`config.mk`:
```
export PLATFORM = sky130hd
export DESIGN_NAME = activation_sequencer
export DESIGN_NICKNAME = d
export VERILOG_FILES = /design/src/rtl/activation_sequencer.sv
export SDC_FILE = /design/constraint.sdc
export NUM_CORES = 1
export LEC_CHECK = 0
export CORE_AREA = 2 2 112 114
export CTS_CLUSTER_SIZE = 30
export DETAILED_ROUTE_END_ITERATION = 6
export DIE_AREA = 0 0 114 116
export GPL_TIMING_DRIVEN = 1
export PLACE_DENSITY_LB_ADDON = 0.3
export SYNTH_ARGS = -nofsm -noshare
export SYNTH_HDL_FRONTEND = slang
export SYNTH_SLANG_ARGS = --single-unit
```
`constraint.sdc`:
```
create_clock -name clk -period 2.35 [get_ports clk]
set_input_delay 0.705 -clock clk [delete_from_list [all_inputs] [get_ports clk]]
set_output_delay 0.705 -clock clk [all_outputs]
set_load 0.005 [all_outputs]
```
`src/rtl/activation_sequencer.sv`:
```
// Streams signed accumulator elements through a one-stage activation register
// (saturating pass-through or ReLU) for a job of len elements.
module activation_sequencer #(
   parameter int IN_WIDTH  = 16,
   parameter int OUT_WIDTH = 8,
   parameter int CNT_WIDTH = 16
) (
   input  logic                        clk,
   input  logic                        rst_n,
   input  logic                        start,
   input  logic [CNT_WIDTH-1:0]        len,
   input  logic                        mode,
   input  logic signed [IN_WIDTH-1:0]  in_data,
   input  logic                        in_valid,
   output logic                        in_ready,
   output logic signed [OUT_WIDTH-1:0] out_data,
   output logic                        out_valid,
   input  logic                        out_ready,
   output logic                        out_last,
   output logic                        busy,
   output logic                        done
);

   typedef enum logic {IDLE, RUN} state_t;

   localparam logic signed [IN_WIDTH-1:0] SAT_MAX =
      {{(IN_WIDTH-OUT_WIDTH+1){1'b0}}, {(OUT_WIDTH-1){1'b1}}};
   localparam logic signed [IN_WIDTH-1:0] SAT_MIN =
      {{(IN_WIDTH-OUT_WIDTH+1){1'b1}}, {(OUT_WIDTH-1){1'b0}}};

   state_t                       state;
   state_t                       state_nxt;
   logic [CNT_WIDTH-1:0]         len_q;
   logic                         mode_q;
   logic [CNT_WIDTH-1:0]         in_cnt;
   logic [CNT_WIDTH-1:0]         out_cnt;
   logic signed [OUT_WIDTH-1:0]  act_val;
   logic                         in_xfer;
   logic                         out_xfer;
   logic                         last_out_xfer;

   assign busy          = (state == RUN);
   assign in_ready      = (state == RUN) && (in_cnt < len_q) && (!out_valid || out_ready);
   assign in_xfer       = in_valid && in_ready;
   assign out_xfer      = out_valid && out_ready;
   assign last_out_xfer = out_xfer && (out_cnt == len_q - CNT_WIDTH'(1));

   // Upper clamp is common to both modes; ReLU zeroes negatives, pass-through clamps low.
   always_comb begin
      act_val = in_data[OUT_WIDTH-1:0];
      if (in_data > SAT_MAX) begin
         act_val = SAT_MAX[OUT_WIDTH-1:0];
      end else if (mode_q && in_data[IN_WIDTH-1]) begin
         act_val = '0;
      end else if (!mode_q && (in_data < SAT_MIN)) begin
         act_val = SAT_MIN[OUT_WIDTH-1:0];
      end
   end

   always_ff @(posedge clk or negedge rst_n) begin
      if (!rst_n) begin
         state <= IDLE;
      end else begin
         state <= state_nxt;
      end
   end

   always_comb begin
      state_nxt = state;
      case (state)
         IDLE: if (start && (len != '0)) state_nxt = RUN;
         RUN:  if (last_out_xfer)        state_nxt = IDLE;
         default: state_nxt = IDLE;
      endcase
   end

   always_ff @(posedge clk or negedge rst_n) begin
      if (!rst_n) begin
         len_q     <= '0;
         mode_q    <= 1'b0;
         in_cnt    <= '0;
         out_cnt   <= '0;
         out_data  <= '0;
         out_valid <= 1'b0;
         out_last  <= 1'b0;
         done      <= 1'b0;
      end else begin
         done <= 1'b0;
         if ((state == IDLE) && start) begin
            if (len != '0) begin
               len_q   <= len;
               mode_q  <= mode;
               in_cnt  <= '0;
               out_cnt <= '0;
            end else begin
               done <= 1'b1;
            end
         end
         // A load on the same edge as a drain replaces the register with no bubble.
         if (in_xfer) begin
            out_data  <= act_val;
            out_valid <= 1'b1;
            out_last  <= (in_cnt == len_q - CNT_WIDTH'(1));
            in_cnt    <= in_cnt + CNT_WIDTH'(1);
         end else if (out_xfer) begin
            out_valid <= 1'b0;
            out_last  <= 1'b0;
         end
         if (out_xfer) begin
            out_cnt <= out_cnt + CNT_WIDTH'(1);
         end
         if (last_out_xfer) begin
            done <= 1'b1;
         end
      end
   end

endmodule

```
# Word level (Yosys, flattened, before mapping)
# Index checks and enable logic that the tools add are counted.
totals:
  reg_bits: 61
  in_bits: 38
  elab_cells: 55
op_classes:
  addsub: 3
  magnitude_cmp: 3
  eq_ne: 2
  muxes: 16
  n_bitwise: 1
  reduce_logical: 21
op_table:
  columns: ["operator", "n"]
  rows:
  - ["16-bit 2-to-1 mux", 4]
  - ["16-bit by 1-bit adder with 16-bit output (second input constant)", 2]
  - ["16-bit equality test", 2]
  - ["8-bit 2-to-1 mux", 3]
  - ["16-bit by 8-bit greater-than comparator with 1-bit output (second input constant)", 1]
  - ["16-bit < comparator", 1]
  - ["16-bit by 8-bit < comparator with 1-bit output (second input constant)", 1]
  - ["16-bit nonzero test", 1]
  - ["16-bit by 1-bit subtractor with 16-bit output (second input constant)", 1]
  - ["2-bit nonzero test", 5]
  - ["1-bit logical AND", 9]
  - ["1-bit 2-to-1 mux", 8]
  - ["2-bit AND reduction", 3]
  - ["1-bit logical NOT", 2]
  - ["1-bit one-hot mux with 2 select lines", 1]
  - ["1-bit logical OR", 1]
  - ["1-bit inverter", 1]

# Logic depth before layout (Yosys ltp)
logic_depth:
  word_depth: 6
  mapped_depth: 11
  mapped_depth_nobuf: 9

# Worst setup path before layout
# No wires, ideal clock.
synth_timing:
  path_kind: "reg-to-reg"
  from: "register len_q[10]"
  to: "register in_cnt[5]"
  setup_ps: 87
  arrival_ps: 2482
  t_required_ps: 2263
  setup_slack_ps: -218
  path_stages_with_launch: 10
  path_buffers: 0
  cell_sequence: "dfrtp_1 > inv_1 > ha_1 > and2_1 > a221oi_1 > o2111ai_1 > a31oi_1 > o211ai_1 > or4_1 > o211ai_1"
synth_via:
  elab_chain_cells: 6
  word_cells_on_any_way: 8
  classes_between: "1 x order compare; 1 x mux; 6 x reduce/logical"
synth_rtl:
  columns: ["item", "line_no", "text"]
  rows:
  - ["from (decl)", "33", "logic [CNT_WIDTH-1:0] len_q;"]
  - ["from (signal assigned)", "91", "len_q <= len;"]
  - ["16-bit < comparator (*)", "43", "assign in_ready = (state == RUN) && (in_cnt < len_q) && (!out_valid || out_ready);"]
  - ["1-bit logical AND (*) (2 in series)", "43", null]
  - ["1-bit logical AND (*)", "44", "assign in_xfer = in_valid && in_ready;"]
  - ["2-bit nonzero test (no line)", null, null]
  - ["2-bit AND reduction (no line)", null, null]
  - ["to (signal assigned)", "104", "in_cnt <= in_cnt + CNT_WIDTH'(1);"]
  - ["to (decl)", "35", "logic [CNT_WIDTH-1:0] in_cnt;"]
# Every way passes the cells marked *; elsewhere a longest branch is shown, timed or not.
# A chain may end at the register's enable or synchronous reset.

# Worst setup path in the final report
layout_timing:
  from: "register len_q[10]"
  to: "output in_ready"
layout_via:
  elab_chain_cells: 3
layout_rtl:
  columns: ["item", "line_no", "text"]
  rows:
  - ["16-bit < comparator", "43", null]
  - ["1-bit logical AND (2 in series)", "43", null]
  - ["to (decl)", "15", "output logic in_ready,"]
# No other way between the ends.

==> impl_summary.md <==
Outcome
The flow ran to the end, but the final reports show violations. The checks that failed: negative setup slack.

Clock network
The insertion delay of the later-clocked pin in the worst-skew pair is 0.34 ns. Buffers inserted during clock tree synthesis total 9. The number of levels the H-tree was split into is 3.

The TritonCTS clock tree is built. The count of hold-fix buffers inserted at cts is 0. After clock tree synthesis, the clock-pin slew on the worst setup and hold paths is 0.06 ns. For this design, the sink count on the clock tree is 61. CTS placed an instance of clkbuf_16 at the clock tree root. The longest clock path from root to sink contains 2 buffers.

Synth
The proportion of synthesized chip area in sequential cells is 36.79%. During synthesis, Yosys emitted a total of 0 warnings. The mapped netlist covers 4149 sq um. Synthesis handed over a netlist of 494 instances. After synthesis, the mean cell area works out to 8.399 sq um. The flip-flop and latch count after synthesis is 61. The dominant synthesized flop cell is dfrtp_1. The most repeated cell in the gate-level netlist after synthesis is dfrtp_1. The top cell type by area accounts for 36.79% of the synthesized area. By count the netlist is led by dfrtp_1, nand2_1, o21ai_0. In this run, distinct cell masters in the synthesized netlist total 55. In the post-synthesis netlist, the biggest area contributors are dfrtp_1, o21ai_0, xnor2_1, ha_1, nand2_1. The number of enable flip-flop cells after synthesis is 0. The share of flip-flops with an asynchronous set or reset after synthesis is 100.0%.

The net count after synthesis is 551. dfrtp_1 takes more of the synthesized area than any other cell.

Setup path
The type of element capturing the critical path is a primary output. STA puts the critical path data required time at 1.64 ns. Traced cell by cell, the critical path runs through inv_2, ha_4, and2_4, a221oi_4, o2111ai_2, a31oi_4, o21a_1, buf_2. In this design, the stage delay of the slowest critical-path cell is 0.38 ns. STA classifies the critical path startpoint as a flop. At the worst endpoint, the arrival time is 2.06 ns. Among all stages on the critical path, the largest delay is contributed by dfrtp_1. The type of the worst setup path is flop to primary output. The largest fanout on the critical path is 2.

The setup slack of the most critical reg-to-reg path is -0.32 ns.

Drt
The routed design has 13470 um of wire. Before antenna repair, the detailed router went through 4 iterations. For this run, design rule violations remaining after detail routing come to 0. The average detailed-routed wire length per instance is 16.63 um. After the first detailed-routing iteration, the DRC count stood at 261. The count of nets left with antenna violations once routing finished came out at 0.

For this block, the via count after detailed routing is 4389. Using the TritonRoute via totals, the vias-per-cell ratio works out to 5.419.

Pwr
The total power divided by cell area is 527.6 nW/um^2. The maximum vdd drop is 466.9 uV. The design draws 0.003447 W. The leakage dissipation is 2.873 nW.

Timing
The final-report max-slew violation count is 0. Static timing analysis puts the maximum clock frequency at 361.9 MHz. The final cycle utilization of the critical path is 117.6%. The final critical path time including I/O delays and setup is 2.764 ns. Once routing completed, OpenROAD measured the worst setup slack at -0.4135 ns. Across the routed clock network, the largest skew measured is 0.006866 ns. The worst hold slack across all endpoints is 0.3868 ns. The number of hold violations in the final report is 0. The worst max-slew margin expressed relative to the limit is 64.75%. Summed over all failing endpoints, the final setup total negative slack is -7.303 ns. Setup violations remaining at the end of the flow were counted as 29. Setup repair after global routing could not meet its margin everywhere.

For the pin with the worst max-slew slack, the measured transition is 0.5264 ns.

Cells and area
The final design utilization is 54.85%. The post-synthesis to final-layout area growth is 57.48%. 0 antenna diodes ended up in the layout. The net count of the finished layout is 716.

The ratio of cells with drive above 1 in the final layout is 33.33%.

Placed design
The HPWL after detailed placement is 9621 um. The number of input and output port buffers inserted is 50. Timing analysis after detailed placement gives a worst setup slack of -0.8135 ns.

The global placer's final weighted congestion is 0.8705.

Global route
The initial antenna violation count is 0. The first global-routing pass estimated 21600 um of wire. Global routing used 20.80% of the available tracks across all layers. The via count of the first global-routing pass is 4445. The remaining global-route overflow is 0. The pin count of the biggest net entering global routing is 62.

Floorplanning
The area of the core region is 11910 sq um. During I/O placement, the number of pins put on the boundary was 51. The full die area is 13220 sq um. The die extent in x is 114 um. Measured along the y axis, the die boundary spans 116 um. The starting density of the core is 34.83%. Row generation in the floorplan step produced 40 rows.

Job
The number of max-cap violations is 0.

Hold path
The tightest min-delay check is of the primary input to asynchronous set/reset pin type.
==> layout by cell type, fill, tap and decap left out, types with 8 or more instances in the layout <==
cell type        instances
buf_4                  112
dfrtp_1                 61
nand2_1                 51
clkdlybuf4s50_1         48
o21ai_0                 44
xnor2_1                 29
a21oi_1                 20
nand3_1                 20
inv_1                   19
nor2_1                  18
ha_1                    15
buf_6                   14
nand4_1                 13
and3_1                  12
o21ai_1                  9
clkbuf_16                9
nand2_2                  8
==> layout make-up <==
class	count	area [sq um]
Tap cell	147	183.9
Clock buffer	12	266.5
Multi-Input combinational cell	382	2808
Timing Repair Buffer	181	1592
Sequential cell	61	1526
Clock inverter	3	67.56
Inverter	24	90.09
Fill cell	1058	5378
==> cells by family after synthesis <==
group | synth area share [%]
xor gates and xnor gates | 8.022
DFF | 36.79
adders and majority gates | 5.730
buffers and inverters | 5.066
and+or+nand+nor | 23.73
AOI/OAI and AO/OA | 19.39
muxes | 1.267
==> path summary, 6_finish.rpt <==
kind                              from     endpoint  depth (start not counted)
setup / recovery             len_q[10]     in_ready                          8
hold / removal                   rst_n   out_cnt[9]                          2
setup reg to reg             len_q[10]  out_data[0]                         14
hold reg to reg            out_data[6]  out_data[6]                          2
max in group asynchronous        rst_n  out_data[1]                          2
min in group clk           out_data[6]  out_data[6]                          2
==> layer usage <==
layer	track usage (%)	up-vias	wire, um
met5	0	-	0
met4	8.618	0	402
met3	3.870	24	452
met2	36.83	104	6817
met1	24.91	2117	5794
li1	-	2144	-
==> report_power, final <==
group | internal (W) | switching, W | leakage (nW)
clock | 0.00101 | 0.000495 | 0.161
combinational | 0.000378 | 0.000352 | 1.98
sequential | 0.00114 | 0.0000773 | 0.733
total | 0.00252 | 0.000924 | 2.87
==> critical path: cells and delay by family, from the launching register on <==
family / cells / cell delay (ns)
simple gates: 1 / 0.16
flops: 1 / 0.38
buf+inv: 2 / 0.18
compound gates: 4 / 0.80
fa+ha+maj: 1 / 0.20
==> stage by stage <==
| step | instances | cell area, sq um |
|---|---|---|
| 2_1_floorplan | 494 | 4225 |
| 6_report | 810 | 6534 |
| 5_1_grt | 810 | 6534 |
| 4_1_cts | 806 | 6347 |
| 3_3_place_gp | 775 | 5613 |
| 3_5_place_dp | 775 | 5613 |
==> flip-flops by register name, summed over array words and instances (netlist names) <==
| signal | cells |
|---|---|
| done | 1 |
| out_cnt | 16 |
| busy | 1 |
| out_last | 1 |
| in_cnt | 16 |
| out_valid | 1 |
| out_data | 8 |
| mode_q | 1 |
| len_q | 16 |
==> timing repair <==
action                                  4_1_cts  5_1_grt
gates cloned                                  3        1
setup buffers                                13        4
gates resized for setup                      76       30
endpoints found under the setup margin       42       48
pin swaps                                    41       19
No activity file was read; power rests on OpenSTA's default activity.
